--- src/rtl/axis_dram_fifo_arbiter.sv ---
// Packet-boundary round-robin arbiter feeding one shared 64-bit CVITA stream FIFO.
// A granted port owns the output until its tlast beat is accepted, so packets never
// interleave. New grants wait for the FIFO's calibration to complete.
//
// Ports:
//   bus_clk, bus_rst_n        single clock, asynchronous active-low reset
//   calib_complete            FIFO ready for use (tie 1 for SRAM FIFO)
//   i_tdata/i_tlast/i_tvalid  NUM_PORTS input streams, port p at [p*WIDTH +: WIDTH]
//   i_tready                  per-port ready, at most one bit high (combinational)
//   o_tdata/o_tlast/o_tvalid  registered output stream towards the FIFO
//   o_tready                  FIFO ready
//   active_port               current or last granted port
//   busy                      high while a packet is being passed
//   pkt_count                 packets delivered to the FIFO, wrapping counter
module axis_dram_fifo_arbiter #(
  parameter int unsigned NUM_PORTS = 4,
  parameter int unsigned WIDTH     = 64
) (
  input  logic                           bus_clk,
  input  logic                           bus_rst_n,
  input  logic                           calib_complete,
  input  logic [NUM_PORTS*WIDTH-1:0]     i_tdata,
  input  logic [NUM_PORTS-1:0]           i_tlast,
  input  logic [NUM_PORTS-1:0]           i_tvalid,
  output logic [NUM_PORTS-1:0]           i_tready,
  output logic [WIDTH-1:0]               o_tdata,
  output logic                           o_tlast,
  output logic                           o_tvalid,
  input  logic                           o_tready,
  output logic [$clog2(NUM_PORTS)-1:0]   active_port,
  output logic                           busy,
  output logic [31:0]                    pkt_count
);

  localparam int unsigned PW = $clog2(NUM_PORTS);

  typedef enum logic {
    IDLE = 1'b0,
    PASS = 1'b1
  } state_t;

  state_t          state;
  state_t          state_nxt;
  logic [PW-1:0]   rr_ptr;
  logic [PW-1:0]   grant_idx;
  logic            grant_vld;
  logic            grant_en;
  logic            out_free;
  logic            accept;
  logic            sel_last;
  logic [WIDTH-1:0] sel_data;

  // Output register can take a new beat when empty or draining this cycle
  assign out_free = !o_tvalid || o_tready;
  assign sel_last = i_tlast[active_port];
  assign sel_data = i_tdata[active_port*WIDTH +: WIDTH];

  // Round-robin search: first valid port at or after rr_ptr, wrapping
  always_comb begin : rr_search
    int unsigned idx;
    idx       = 0;
    grant_vld = 1'b0;
    grant_idx = '0;
    for (int unsigned k = 0; k < NUM_PORTS; k++) begin
      idx = 32'(rr_ptr) + k;
      if (idx >= NUM_PORTS) begin
        idx = idx - NUM_PORTS;
      end
      if (!grant_vld && i_tvalid[idx]) begin
        grant_vld = 1'b1;
        grant_idx = PW'(idx);
      end
    end
  end

  // State register
  always_ff @(posedge bus_clk or negedge bus_rst_n) begin
    if (!bus_rst_n) begin
      state <= IDLE;
    end else begin
      state <= state_nxt;
    end
  end

  // Next-state, grant strobe and per-port ready
  always_comb begin
    state_nxt = state;
    grant_en  = 1'b0;
    accept    = 1'b0;
    i_tready  = '0;
    case (state)
      IDLE: begin
        if (calib_complete && grant_vld) begin
          grant_en  = 1'b1;
          state_nxt = PASS;
        end
      end
      PASS: begin
        i_tready[active_port] = out_free;
        accept = out_free && i_tvalid[active_port];
        // Packet ends when its tlast beat is taken; calib only gates new grants
        if (accept && sel_last) begin
          state_nxt = IDLE;
        end
      end
      default: begin
        state_nxt = IDLE;
      end
    endcase
  end

  // Grant bookkeeping: active port and next search start
  always_ff @(posedge bus_clk or negedge bus_rst_n) begin
    if (!bus_rst_n) begin
      active_port <= '0;
      rr_ptr      <= '0;
      busy        <= 1'b0;
    end else begin
      busy <= (state_nxt == PASS);
      if (grant_en) begin
        active_port <= grant_idx;
        rr_ptr      <= (grant_idx == PW'(NUM_PORTS - 1)) ? '0 : grant_idx + PW'(1);
      end
    end
  end

  // Output pipeline register; holds while stalled by the FIFO
  always_ff @(posedge bus_clk or negedge bus_rst_n) begin
    if (!bus_rst_n) begin
      o_tvalid <= 1'b0;
      o_tdata  <= '0;
      o_tlast  <= 1'b0;
    end else if (accept) begin
      o_tvalid <= 1'b1;
      o_tdata  <= sel_data;
      o_tlast  <= sel_last;
    end else if (o_tready) begin
      o_tvalid <= 1'b0;
    end
  end

  // Count packets as their last beat enters the FIFO
  always_ff @(posedge bus_clk or negedge bus_rst_n) begin
    if (!bus_rst_n) begin
      pkt_count <= 32'd0;
    end else if (o_tvalid && o_tready && o_tlast) begin
      pkt_count <= pkt_count + 32'd1;
    end
  end

endmodule

--- config.mk ---
export PLATFORM = sky130hd
export DESIGN_NAME = axis_dram_fifo_arbiter
export DESIGN_NICKNAME = d
export VERILOG_FILES = /design/src/rtl/axis_dram_fifo_arbiter.sv
export SDC_FILE = /design/constraint.sdc
export NUM_CORES = 1
export LEC_CHECK = 0
export BUFFER_PORTS_ARGS = -buffer_cell sky130_fd_sc_hd__buf_2
export CORE_AREA = 2 2 146 148
export DETAILED_ROUTE_END_ITERATION = 6
export DIE_AREA = 0 0 148 150
export PLACE_DENSITY_LB_ADDON = 0.3
export SLEW_MARGIN = 10
export SYNTH_ARGS = -nofsm -noshare
export SYNTH_HDL_FRONTEND = slang
export SYNTH_SLANG_ARGS = --single-unit
--- constraint.sdc ---
create_clock -name bus_clk -period 4.9 [get_ports bus_clk]
set_input_delay 0.98 -clock bus_clk [delete_from_list [all_inputs] [get_ports bus_clk]]
set_output_delay 0.98 -clock bus_clk [all_outputs]
set_load 0.01 [all_outputs]
==> results of run 1 <==
[layer usage]
| layer | track usage (%) | wire (um) |
|---|---|---|
| met4 | 6.90 | 609 |
| met3 | 3.45 | 1090 |
| met1 | 20.2 | 7200 |
| met2 | 28.0 | 9700 |
| met5 | 0 | 0 |
[area by class of cell]
class | count | area [sq um]
multi-input combinational | 252 | 3010
fill | 2040 | 12600
sequential | 103 | 2580
tap | 275 | 344
timing repair buffer | 375 | 1890
clock buffer | 9 | 225
antenna | 2 | 5.00
inverter | 4 | 15.0
clock inverter | 7 | 66.3
[registers in the layout (all words and copies together), names as in the netlist]
register	count
o_tvalid	1
o_tlast	1
busy	1
rr_ptr	2
pkt_count	32
active_port	2
o_tdata	64
[cells by family (layout without fill, tap and decap cells)]
family,after synthesis,in the layout
buffers and inverters,27,395
AO/OA/AOI/OAI,12,12
adder cells (fa/ha/maj),1,1
other,0,2
AND/OR/NAND/NOR,75,75
flip-flops,103,103
XOR/XNOR,32,32
multiplexers,132,132
[power by group through the flow]
stage / logic (W) / clock network, W / registers (W)
after global placement: 0.00215 / 0 / 0.00145
after CTS: 0.00218 / 0.000744 / 0.00145
after floorplan: 0.00134 / 0 / 0.00151
after detailed placement: 0.00218 / 0 / 0.00146
after global routing: 0.00229 / 0.000774 / 0.00150
final: 0.00213 / 0.000716 / 0.00144
[path summary, 6_finish.rpt]
check / startpoint / endpoint / slack [ns]
max reg2reg: active_port[0]$_DFFE_PN0P_ / o_tdata[37]$_DFFE_PN0P_ / 2.28
max in group asynchronous: bus_rst_n / o_tdata[30]$_DFFE_PN0P_ / 3.13
min in group asynchronous: bus_rst_n / active_port[1]$_DFFE_PN0P_ / 0.70
min reg2reg: pkt_count[31]$_DFFE_PN0P_ / pkt_count[31]$_DFFE_PN0P_ / 0.47
max: active_port[0]$_DFFE_PN0P_ / active_port[0] / 1.78
min: pkt_count[31]$_DFFE_PN0P_ / pkt_count[31]$_DFFE_PN0P_ / 0.47
[cells in the mapped netlist]
library cell and n:
sky130_fd_sc_hd__mux4_2 66, sky130_fd_sc_hd__a21oi_1 5, sky130_fd_sc_hd__buf_2 10, sky130_fd_sc_hd__nand2_1 24, sky130_fd_sc_hd__nor3_2 1, sky130_fd_sc_hd__o2bb2a_1 1
sky130_fd_sc_hd__mux2i_1 1, sky130_fd_sc_hd__nand4_1 6, sky130_fd_sc_hd__nor4_2 1, sky130_fd_sc_hd__or2_2 1, sky130_fd_sc_hd__nand3_1 11, sky130_fd_sc_hd__or4_4 1
sky130_fd_sc_hd__nor3b_1 1, sky130_fd_sc_hd__nor4_4 1, sky130_fd_sc_hd__o21a_1 1, sky130_fd_sc_hd__a311oi_1 1, sky130_fd_sc_hd__buf_4 1, sky130_fd_sc_hd__inv_1 4
sky130_fd_sc_hd__and4_1 2, sky130_fd_sc_hd__a21o_1 1, sky130_fd_sc_hd__and2_1 2, sky130_fd_sc_hd__o41ai_1 1, sky130_fd_sc_hd__clkbuf_1 8, sky130_fd_sc_hd__nand2b_1 2
sky130_fd_sc_hd__and3_1 7, sky130_fd_sc_hd__ha_1 1, sky130_fd_sc_hd__xor2_1 8, sky130_fd_sc_hd__nor3_1 2, sky130_fd_sc_hd__o21ai_0 2, sky130_fd_sc_hd__dfrtp_1 103
sky130_fd_sc_hd__buf_1 4, sky130_fd_sc_hd__mux2_1 15, sky130_fd_sc_hd__mux2_2 50, sky130_fd_sc_hd__nand4_2 1, sky130_fd_sc_hd__xnor2_1 24, sky130_fd_sc_hd__nor2_1 12
[through the flow]
stage                     cells  util [%]  hold slack (ns)  cell area [sq um]  worst slack [ns]
after floorplan             382         -            0.486               5700              2.33
after global placement     1009      37.9            0.458               7840              2.01
after detailed placement   1009      37.9            0.463               7840              1.98
after CTS                  1025      39.3            0.473               8130              1.66
after global routing       1027      39.3            0.503               8140              1.52
final                      1027      39.3            0.466               8140              1.78
[layout by cell type (no fill, tap or decap), drive strengths merged]
| master | count |
|---|---|
| clkinv | 2 |
| nand2 | 24 |
| o2bb2a | 1 |
| and3 | 7 |
| and2 | 2 |
| inv | 7 |
| a21oi | 5 |
| o21ai | 2 |
| or2 | 1 |
| clkinvlp | 2 |
| ha | 1 |
| a311oi | 1 |
| nor4 | 2 |
| nor3 | 3 |
| o21a | 1 |
| nand2b | 2 |
| nand3 | 11 |
| o41ai | 1 |
| diode | 2 |
| and4 | 2 |
| mux4 | 66 |
| xor2 | 8 |
| mux2 | 65 |
| or4 | 1 |
| nor2 | 12 |
| dfrtp | 103 |
| a21o | 1 |
| buf | 375 |
| nand4 | 7 |
| clkbuf | 9 |
| mux2i | 1 |
| xnor2 | 24 |
| nor3b | 1 |
==> metrics list, run 1 <==
- Status: finished clean
- Traced cell by cell, the critical path runs through buf_4 > buf_2.
- Summed over all nets, the half-perimeter wirelength after detailed placement is about 15,000 um.
* Logic gate share of total power: between 40% and 50%
* Area of the core: between 20,000 and 25,000 sq um
* Worst-path cell with the longest stage delay: sky130_fd_sc_hd__buf_4
- After routing, the total negative slack on setup checks comes to 0 ns.
- The number of gates resized after CTS was 0.
- The synthesized netlist devotes less than 1% of its cell area to adder and majority cells.
* TritonRoute pass-1 iters: 7
- Main area contributors after synthesis: sky130_fd_sc_hd__dfrtp_1, sky130_fd_sc_hd__mux4_2, sky130_fd_sc_hd__mux2_2, sky130_fd_sc_hd__xnor2_1, sky130_fd_sc_hd__mux2_1
- Violation count after the first detailed-routing iteration: around 190
- Proportion of synthesized chip area in sequential cells: a little under half
- After Yosys synthesis, and, or, nand and nor cells account for under 10% of the synthesized area.
* Total Wirelength: about 19,000 um
- Critical path launch point type: flop
- CTS saw just over 100 sinks.
- Synthesis produced 382 cells.
- The internal power of the cells totals 0.00270 W.
- Cell area after technology mapping: about 5700 sq um
- Count of different cell masters after synthesis: 36
- Routability-driven placement finished with a final weighted congestion of 0.835.
- Maximum net fanout on the critical path: between 40 and 50
* Worst ir drop on vdd: approximately 0.4 mV
- Buffers inserted to repair hold after CTS numbered 0.
- Clock transition at path regs: around 0.080 ns
- Static leakage: roughly 4 nW
- The routed layout has approximately 4,800 vias.
* Post-synthesis register bit count: ~100
* Max clock buf depth: 2
* Critical path's largest stage delay: ~0.75 ns
- Summing the areas of all xor and xnor instances in the mapped netlist gives under 10% of the synthesized area.
- Per-cell via count in the routed design: approximately 4.7
- Source-to-sink clock delay at the later pin of the worst-skew pair: between 0.3 and 0.4 ns
* Switching share of total power: 36.9%
- Entering global routing, the biggest net connects 67 pins.
* Data required time of the critical path: 3.92 ns
- The max-slew violation count came to 0.
- Layout overhead on the synthesized area: 42.8%
* Number of global-route vias before repair: approximately 4,800
- Power share of the clock group: between 10% and 20%
* Kind of cell adding the most delay to the critical path: buffers and inverters
- Antenna violations before repair: 2
* Count of input and output buffers: about 370
* Endpoint class of the critical path: output pin
- For this run, design rule violations remaining after detail routing come to 0.
- Synth Net Count: 651
- CTS tree: yes
* Number of rows in the core area: 53
- Reg power frac: between 30% and 40%
- Power per cell area: between 500 and 600 nW/um^2
- Summed over all nets, the switching power comes to around 0.0016 W.
* Root Driver: sky130_fd_sc_hd__clkbuf_16
* Initial core utilization: 27.5%
- Data arrival time of the critical path: ~2.1 ns
- Routed Antenna Nets: 0
- RSZ-0062 raised after global routing: no
- Of the cells placed in the final design, the portion with a size suffix greater than 1 is 68.8%.
- Measured along the x axis, the die boundary spans ~150 um.
- Post-CTS timing repair inserted 0 buffers for setup.
- Number of clock buffers inserted by TritonCTS: 9
- The synthesized design spends more area on one cell type than any other, namely sky130_fd_sc_hd__dfrtp_1.
* Die Span Y: 150 um
* Hold Fails Final Rpt: 0
* Total Die Area: 22,200 sq um
- Summing the areas of all compound-gate instances in the mapped netlist gives 1.36% of the synthesized area.
* Portion of synthesized cell area occupied by the leading cell type: between 40% and 50%
* Post-detailed-route wirelength per cell: about 18 um
- The tool flagged a number of max-cap violations equal to 0.
- The design draws between 0.004 and 0.005 W.
* Fin crit share: a little under two thirds
- Counting I/O delays and the setup requirement, the final critical path takes ~3.1 ns.
- Highest clock rate: 320 MHz
- In this run the tightest slew margin relative to its limit is between 30 and 40%.
* Congestion Overflow GR: 0
- Largest family of logic cells by synthesized area: multiplexers
- The worst setup path is of the flop to output pin kind.
- The worst register-to-register path has a depth of 3.
- Count of boundary I/O pins: between 300 and 400
- The number of buffers and inverters on the critical path is 2.
- Setup violation total in the final timing report: 0
- Synthesis warning total: 0
* Class of the most critical hold timing path: flop to flop
* Wire length of the first global-routing pass: approximately 28,000 um
* H-tree levels: 3
* Final Skew: about 0.011 ns
- Mux contribution to synthesized area: 39.1%
- Global routing consumed, over all layers together, 16.4% of the routing resources.
* Avg Inst Size Synth: between 10 and 15 sq um
* Cell count of the worst hold path: 1
- The net count of the finished layout is approximately 1,000.
* Worst Max-Slew Pin Slew: 0.932 ns
- Counting buffers and inverters, the worst setup path is 2 cells deep.
Note: power is estimated with default switching activity, not from simulation.
==> inputs of run 2 (changes only) <==
--- a/config.mk
+++ b/config.mk
@@ -6,9 +6,9 @@
 export NUM_CORES = 1
 export LEC_CHECK = 0
 export BUFFER_PORTS_ARGS = -buffer_cell sky130_fd_sc_hd__buf_2
-export CORE_AREA = 2 2 146 148
+export CORE_AREA = 2 2 145 147
 export DETAILED_ROUTE_END_ITERATION = 6
-export DIE_AREA = 0 0 148 150
+export DIE_AREA = 0 0 147 149
 export PLACE_DENSITY_LB_ADDON = 0.3
 export SLEW_MARGIN = 10
 export SYNTH_ARGS = -nofsm -noshare
==> constraint.sdc (replaced) <==
create_clock -name bus_clk -period 3.05 [get_ports bus_clk]
set_input_delay 0.61 -clock bus_clk [delete_from_list [all_inputs] [get_ports bus_clk]]
set_output_delay 0.61 -clock bus_clk [all_outputs]
set_load 0.01 [all_outputs]
==> run 2 against run 1 <==
- global-route usage shrank 0.099 points
- sequential power up 53%
- largest cell class unchanged
- die area shrank 1.3%
- core utilization increased by 0.58 points
- register-to-register slack lost 1.5 ns
- cell count grew 0.29%
- highest routed layer unchanged
- routed wire length is 3.8% lower
- worst setup slack lost 1.1 ns
==> metrics list, run 2 (synthesis gave the netlist of run 1 again) <==
* Status: finished clean
- Total Die Area: 21,900 sq um (-1.3%)
- Number of rows in the core area: 53 (unchanged)
* Final Skew: 0.00972 ns (-0.00164 ns)
* Power share of the clock group: 16.0% (-0.7 points)
* Total vias in the final route: 4,804 (+0.40%)
- Endpoint class of the critical path: output pin
* Root Driver: sky130_fd_sc_hd__clkbuf_16
* CTS tree: yes
- The global placer's final weighted congestion is 0.824 (-1.4%).
- The number of resized instances in the post-cts repair step was 0 (unchanged).
* Setup violation total in the final timing report: 0 (unchanged)
- Clock transition at path regs: 0.07 ns (about the same)
* Number of flip-flops under the largest register name: 64 (unchanged)
- Congestion Overflow GR: 0 (unchanged)
- The min-delay analysis places its worst path in the category input port to asynchronous set/reset pin.
* Number of global-route vias before repair: 4,961 (+2.7%)
- Counting I/O delays and the setup requirement, the final critical path takes around 2.4 ns.
* Critical path's largest stage delay: 0.59 ns (-0.16 ns)
- The number of nets in the layout came to 1,018 (+0.39%).
- The buffers inserted during post-CTS setup optimization came to 0 (unchanged).
- The routed wire length per instance is 17.4 um (-4.1%).
- Violation count after the first detailed-routing iteration: 127 (-32%)
* Slack of the worst reg-to-reg path: 0.80 ns (-1.48 ns)
- Min setup slack post-route: 0.689 ns (-1.09 ns)
- Launch point of the critical path: active_port[0]$_DFFE_PN0P_
- The iteration count of the initial detailed-routing pass was 4 (-3).
- The internal power consumption is 0.00442 W (+63%).
* Largest register by flop count: o_tdata
- The worst register-to-register path begins at active_port[0]$_DFFE_PN0P_.
- The maximum number of pins on one net before global-route repair was 72 (+7.5%).
- Final core utilization: 39.9% (+0.58 points)
- Relative to the synthesized area, the layout overhead comes to 43.9%.
- The DRC violation count after routing is 0 (unchanged).
* Width of the die: 147 um (-0.68%)
* Count of boundary I/O pins: 373 (unchanged)
* DP Wirelength: 14,600 um (-4.1%)
- Fin crit share: around 77%
* Worst path bufs/invs: 2 (unchanged)
* Number of clock buffers inserted by TritonCTS: 9 (unchanged)
- Antenna violations before repair: 2 (unchanged)
- The worst-case setup slack after placement is 0.710 ns (-1.27 ns).
- Initial core utilization: 27.7% (+0.18 points)
* Count of input and output buffers: 372 (unchanged)
- Data required time of the critical path: 2.44 ns (-1.48 ns)
* Slew HR: 48.7% (+11 points)
- Setup repair after global routing left no endpoint under its margin.
- Source-to-sink clock delay at the later pin of the worst-skew pair: 0.35 ns (about the same)
- Layout cells sized above 1: 68.9% (+0.12 points)
- The max-slew violation count came to 0 (unchanged).
- The proportion of total power due to net switching came to 35.7% (-1.1 points).
- Worst-path cell with the longest stage delay: sky130_fd_sc_hd__dfrtp_4
* Static leakage: 3.98 nW (+0.88%)
- Hold Fails Final Rpt: 0 (unchanged)
- Count of hold buffers inserted by post-cts repair: 0 (unchanged)
* Total routing resource utilization after global routing: 16.3% (-0.099 points)
- Kind of cell adding the most delay to the critical path: flip-flops
* Psw: 0.00246 W (+56%)
- Worst Max-Slew Pin Slew: 0.769 ns (-0.163 ns)
* Leading cell type in the layout, fill and taps excluded: sky130_fd_sc_hd__buf_2
* Die Span Y: 149 um (-0.67%)
- The worst setup path is of the flop to output pin kind.
- The worst setup path is launched from a flop.
- Largest registers: o_tdata x64, pkt_count x32
- Hold_ws: 0.320 ns (-0.146 ns)
- H-tree levels: 3 (unchanged)
* Per-cell via count in the routed design: 4.66 (+0.10%)
- Worst ir drop on vdd: 0.338 mV (-16%)
- The share of power burned in registers is 32.2% (-1.4 points).
* Accumulated negative setup slack: 0 ns (unchanged)
- The number of max-cap violations was 0 (unchanged).
* Area of the core: 20,600 sq um (-0.64%)
- Cells along the critical path: buf_12 > and3_1 > buf_2
- Power per cell area: 838 nW/um^2 (+59%)
- The cell count of the worst reg-to-reg path was 4 (+1).
- Total Wirelength: 17,900 um (-3.8%)
- The total stage count of the critical path is 3 (+1).
- Number of placed instances, taps included: 1,013 (+0.40%)
- Leading cell types in the layout, fill and taps excluded: sky130_fd_sc_hd__buf_2, sky130_fd_sc_hd__dfrtp_1, sky130_fd_sc_hd__mux4_2
- Max clock buf depth: 2 (unchanged)
- The largest fanout of any net on the critical path is 63 (+34%).
- In this run the critical register-to-register path is captured at o_tdata[40]$_DFFE_PN0P_.
- Highest clock rate: about 420 MHz
* Logic gate share of total power: 51.8% (+2.1 points)
- The TritonCTS sink count was 103 (unchanged).
- Wire length of the first global-routing pass: 27,200 um (-1.1%)
- Final Instance Count excl. Fillers: 1,030 (+0.29%)
- Routed Antenna Nets: 0 (unchanged)
* Data arrival time of the critical path: 1.75 ns (-0.39 ns)
* CP Capture Point: i_tready[3]
## run 2: cell types whose count changed in the layout (fill, tap and decap cells not counted)
cell                         delta
sky130_fd_sc_hd__clkinv_2       +1
sky130_fd_sc_hd__buf_12         +4
sky130_fd_sc_hd__clkbuf_8       +1
sky130_fd_sc_hd__inv_6          +3
sky130_fd_sc_hd__clkinvlp_4     -1
sky130_fd_sc_hd__inv_8          -3
sky130_fd_sc_hd__clkinv_4       -2
## run 2: per-layer routing
layer	track usage, %	part of all wire (%)	routed length (um)
met5	0	0	0
met4	4.90	2.0	351
met3	4.19	6.4	1150
met2	28.4	52	9320
met1	20.0	40	7060
## run 2: power groups by stage
stage	clock (W)	sequential, W	combinational, W
after floorplan	0	0.00242	0.00215
after global placement	0	0.00224	0.00361
after detailed placement	0	0.00225	0.00365
after CTS	0.00116	0.00222	0.00365
after global routing	0.00122	0.00230	0.00385
final	0.00110	0.00221	0.00356
## run 2: layout make-up
class                   count  area [sq um]
inverters                   4          15.0
multi-input cells         252          3010
repair buffers            379          1970
fillers                  2042         12400
diodes                      2          5.00
clock inverters             5          38.8
flip-flops and latches    103          2580
well taps                 275           344
clock buffers              10           239
## run 2: worst min-delay path by stage
stage                                    from                         end  depth (start not counted)
floorplan                           bus_rst_n  active_port[0]$_DFFE_PN0P_                          0
global placement    pkt_count[31]$_DFFE_PN0P_   pkt_count[31]$_DFFE_PN0P_                          1
detailed placement  pkt_count[31]$_DFFE_PN0P_   pkt_count[31]$_DFFE_PN0P_                          1
CTS                                 bus_rst_n     o_tdata[59]$_DFFE_PN0P_                          1
global route                        bus_rst_n     o_tdata[59]$_DFFE_PN0P_                          1
finish                              bus_rst_n     o_tdata[59]$_DFFE_PN0P_                          1
## run 2: through the flow
| step | area (sq um) | power, W |
|---|---|---|
| 6_report | 8200 | 0.00687 |
| 5_1_grt | 8200 | 0.00737 |
| 4_1_cts | 8200 | 0.00703 |
| 3_5_place_dp | 7920 | 0.00589 |
| 3_3_place_gp | 7920 | 0.00584 |
| 2_1_floorplan | 5700 | 0.00458 |
==> inputs of run 3 (changes only) <==
--- a/config.mk
+++ b/config.mk
@@ -6,9 +6,9 @@
 export NUM_CORES = 1
 export LEC_CHECK = 0
 export BUFFER_PORTS_ARGS = -buffer_cell sky130_fd_sc_hd__buf_2
-export CORE_AREA = 2 2 145 147
+export CORE_AREA = 2 2 144 146
 export DETAILED_ROUTE_END_ITERATION = 6
-export DIE_AREA = 0 0 147 149
+export DIE_AREA = 0 0 146 148
 export PLACE_DENSITY_LB_ADDON = 0.3
 export SLEW_MARGIN = 10
 export SYNTH_ARGS = -nofsm -noshare
==> constraint.sdc (replaced) <==
create_clock -name bus_clk -period 1.9 [get_ports bus_clk]
set_input_delay 0.38 -clock bus_clk [delete_from_list [all_inputs] [get_ports bus_clk]]
set_output_delay 0.38 -clock bus_clk [all_outputs]
set_load 0.01 [all_outputs]
==> run 3 against run 2 <==
- clock power increased by 61%
- count of clock-buffer cells in the layout is 1 lower
- sequential power increased by 60%
- sequential share of layout area down 1.1 points
- clock skew decreased by 0.00094 ns
- register-to-register slack got worse by 0.76 ns
- flip-flop and latch count did not move
- largest power group unchanged
==> metrics list, run 3 (synthesis gave the netlist of run 1 again) <==
* Critical path launch point type: flop
- The global-route total usage across every layer is 15.7% (-0.56 points).
- Max clock buf depth: 2 (unchanged)
- Slew HR: 70.1% (+21 points)
* Clock tree sinks: 103 (unchanged)
* Final total power: 0.0112 W (+62%)
- Static leakage: 4.17 nW (+4.9%)
- The flow ran to the end, and the final reports show no timing, DRC or antenna violations.
- In the layout the commonest cells are sky130_fd_sc_hd__buf_2, sky130_fd_sc_hd__dfrtp_1, sky130_fd_sc_hd__mux4_2.
- The iteration count of the initial detailed-routing pass came to 4 (unchanged).
* Source-to-sink clock delay at the later pin of the worst-skew pair: 0.34 ns (about the same)
- Tracing the worst setup path back leads to its startpoint at active_port[0]$_DFFE_PN0P_.
- The maximum number of pins on one net before global-route repair came to 42 (-42%).
* Number of flip-flops under the largest register name: 64 (unchanged)
* Hold_ws: 0.362 ns (+0.0423 ns)
- The die width came to 146 um (-0.68%).
- Worst Max-Slew Pin Slew: 0.449 ns (-0.320 ns)
* Class of the most critical hold timing path: input port to flop
* Number of antenna diodes: 0 (-2)
- Total Die Area: 21,600 sq um (-1.3%)
- Clock transition at path regs: 0.08 ns (about the same)
* Final Skew: 0.00878 ns (-0.000940 ns)
- Setup repair after global routing could not meet its margin everywhere.
- DP Area: 8150 sq um (+2.9%)
- Routability congestion estimate from global placement: 0.737 (-11%)
* Fin crit period: 1.86 ns
- The H-tree level count is 3 (unchanged).
- The first-pass GRT wire length was 26,800 um (-1.5%).
* Die Span Y: 148 um (-0.67%)
- The startpoint identified for the worst register-to-register timing path is active_port[0]$_DFFE_PN0P_.
- Highest clock rate: between 500 and 600 MHz
- Worst ir drop on vdd: 0.929 mV (+170%)
- The required arrival time at the worst endpoint is 2.12 ns (-0.32 ns).
- WS Path Type: flop to flop
* Area of the core: 20,000 sq um (-2.5%)
* Power per cell area: 1310 nW/um^2 (+57%)
- In this run the clock root is driven by a sky130_fd_sc_hd__clkbuf_16.
* Fin crit share: 97.7%
* DP Wirelength: 14,100 um (-3.5%)
- Final Instance Count excl. Fillers: 1,055 (+2.4%)
* Number of clock buffers inserted by TritonCTS: 9 (unchanged)
- The count of placed standard cells including taps was 1,034 (+2.1%).
- The largest registers in the layout are o_tdata x64, pkt_count x32.
* Hold Fails Final Rpt: 0 (unchanged)
* Residual DRC count: 0 (unchanged)
- Violation count after the first detailed-routing iteration: 127 (unchanged)
- The largest fanout of any net on the critical path came to 30 (-52%).
* Leading cell type in the layout, fill and taps excluded: sky130_fd_sc_hd__buf_2
* Layout overhead on the synthesized area: 49.0%
* Count of boundary I/O pins: 373 (unchanged)
* CTS tree: yes
* Final count of pins violating max slew: 0 (unchanged)
* Total Wirelength: 17,300 um (-3.1%)
- The remaining antenna violation count after routing is 0 (unchanged).
- Worst min-delay path startpoint: o_tready
- Post-detailed-route wirelength per cell: 16.4 um (-5.4%)
* Total vias in the final route: 4,948 (+3.0%)
- Largest register by flop count: o_tdata
- The row count is 52 (-1.9%).
* Per-cell via count in the routed design: 4.69 (+0.56%)
- The via count of the first global-routing pass is 5,101 (+2.8%).
* Data arrival time of the critical path: 2.08 ns (+0.33 ns)
- The fraction of final layout cells with drive strength greater than 1 is 70.4% (+1.5 points).
- The number of antenna violations at the first check in global routing was 0 (-2).
* Endpoint class of the critical path: flop
- The count of endpoints failing setup in the final report came to 0 (unchanged).
- The number of nets in the layout is 1,050 (+3.1%).
* Count of input and output buffers: 372 (unchanged)
- The share of the core filled with cells is 42.4% (+2.5 points).
- Maximum capacitance violations: 0 (unchanged)
- The effective utilization at floorplan was 28.4% (+0.72 points).
* Congestion Overflow GR: 0 (unchanged)
- The post-route cell area is 8490 sq um (+3.6%).
-- run 3: power by group --
group	total, W	switching (W)	leakage, nW	internal, W
combinational	0.00585	0.00260	2.77	0.00325
clock	0.00177	0.000867	0.132	0.000905
sequential	0.00353	0.000483	1.27	0.00305
-- run 3: stage by stage --
| stage | setup TNS [ns] | setup slack (ns) |
|---|---|---|
| floorplan | 0 | 0.000149 |
| global placement | 0 | 0.0324 |
| detailed placement | -0.0174 | -0.0174 |
| CTS | -0.00834 | -0.00834 |
| global route | -0.536 | -0.0355 |
| finish | 0 | 0.0431 |
-- run 3: final cells by class --
class                      instances  area (sq um)
fill                            1946         11500
multi-input combinational        252          3030
sequential                       103          2580
timing repair buffer             411          2250
tap                              270           338
clock buffer                       9           225
clock inverter                     6          55.1
inverter                           4          15.0
-- run 3: repair_timing --
item	4_1_cts	5_1_grt
resized for setup	1	5
setup buffers	3	2
endpoints found under the setup margin	4	46
hold buffers	1	0
pin swaps	3	3
endpoints found under the hold margin	28	0
-- run 3: worst max-delay path: stages, from the launching register on --
cell and delay [ns]:
sky130_fd_sc_hd__dfrtp_4 0.47, sky130_fd_sc_hd__mux4_2 0.55, sky130_fd_sc_hd__nand2_4 0.14, sky130_fd_sc_hd__buf_12 0.20
sky130_fd_sc_hd__mux2_2 0.36
-- run 3: metal layers --
| layer | vias to the layer above | share of wire (%) | global-route usage, % |
|---|---|---|---|
| met2 | 211 | 52 | 28.2 |
| met1 | 2465 | 40 | 18.8 |
| li1 | 2266 | - | - |
| met5 | - | 0 | 0 |
| met3 | 6 | 7.7 | 5.09 |
| met4 | 0 | 0.63 | 2.67 |
-- run 3: worst paths after layout --
| check | cells past startpoint | endpoint | slack (ns) |
|---|---|---|---|
| worst max-delay path | 4 | o_tdata[22]$_DFFE_PN0P_ | 0.04 |
| worst min-delay path | 3 | o_tvalid$_DFFE_PN0P_ | 0.36 |
| worst max register to register | 4 | o_tdata[22]$_DFFE_PN0P_ | 0.04 |
| worst min register to register | 1 | pkt_count[31]$_DFFE_PN0P_ | 0.48 |
| max in group asynchronous | 3 | o_tdata[22]$_DFFE_PN0P_ | 0.82 |
| min in group asynchronous | 2 | pkt_count[9]$_DFFE_PN0P_ | 0.52 |
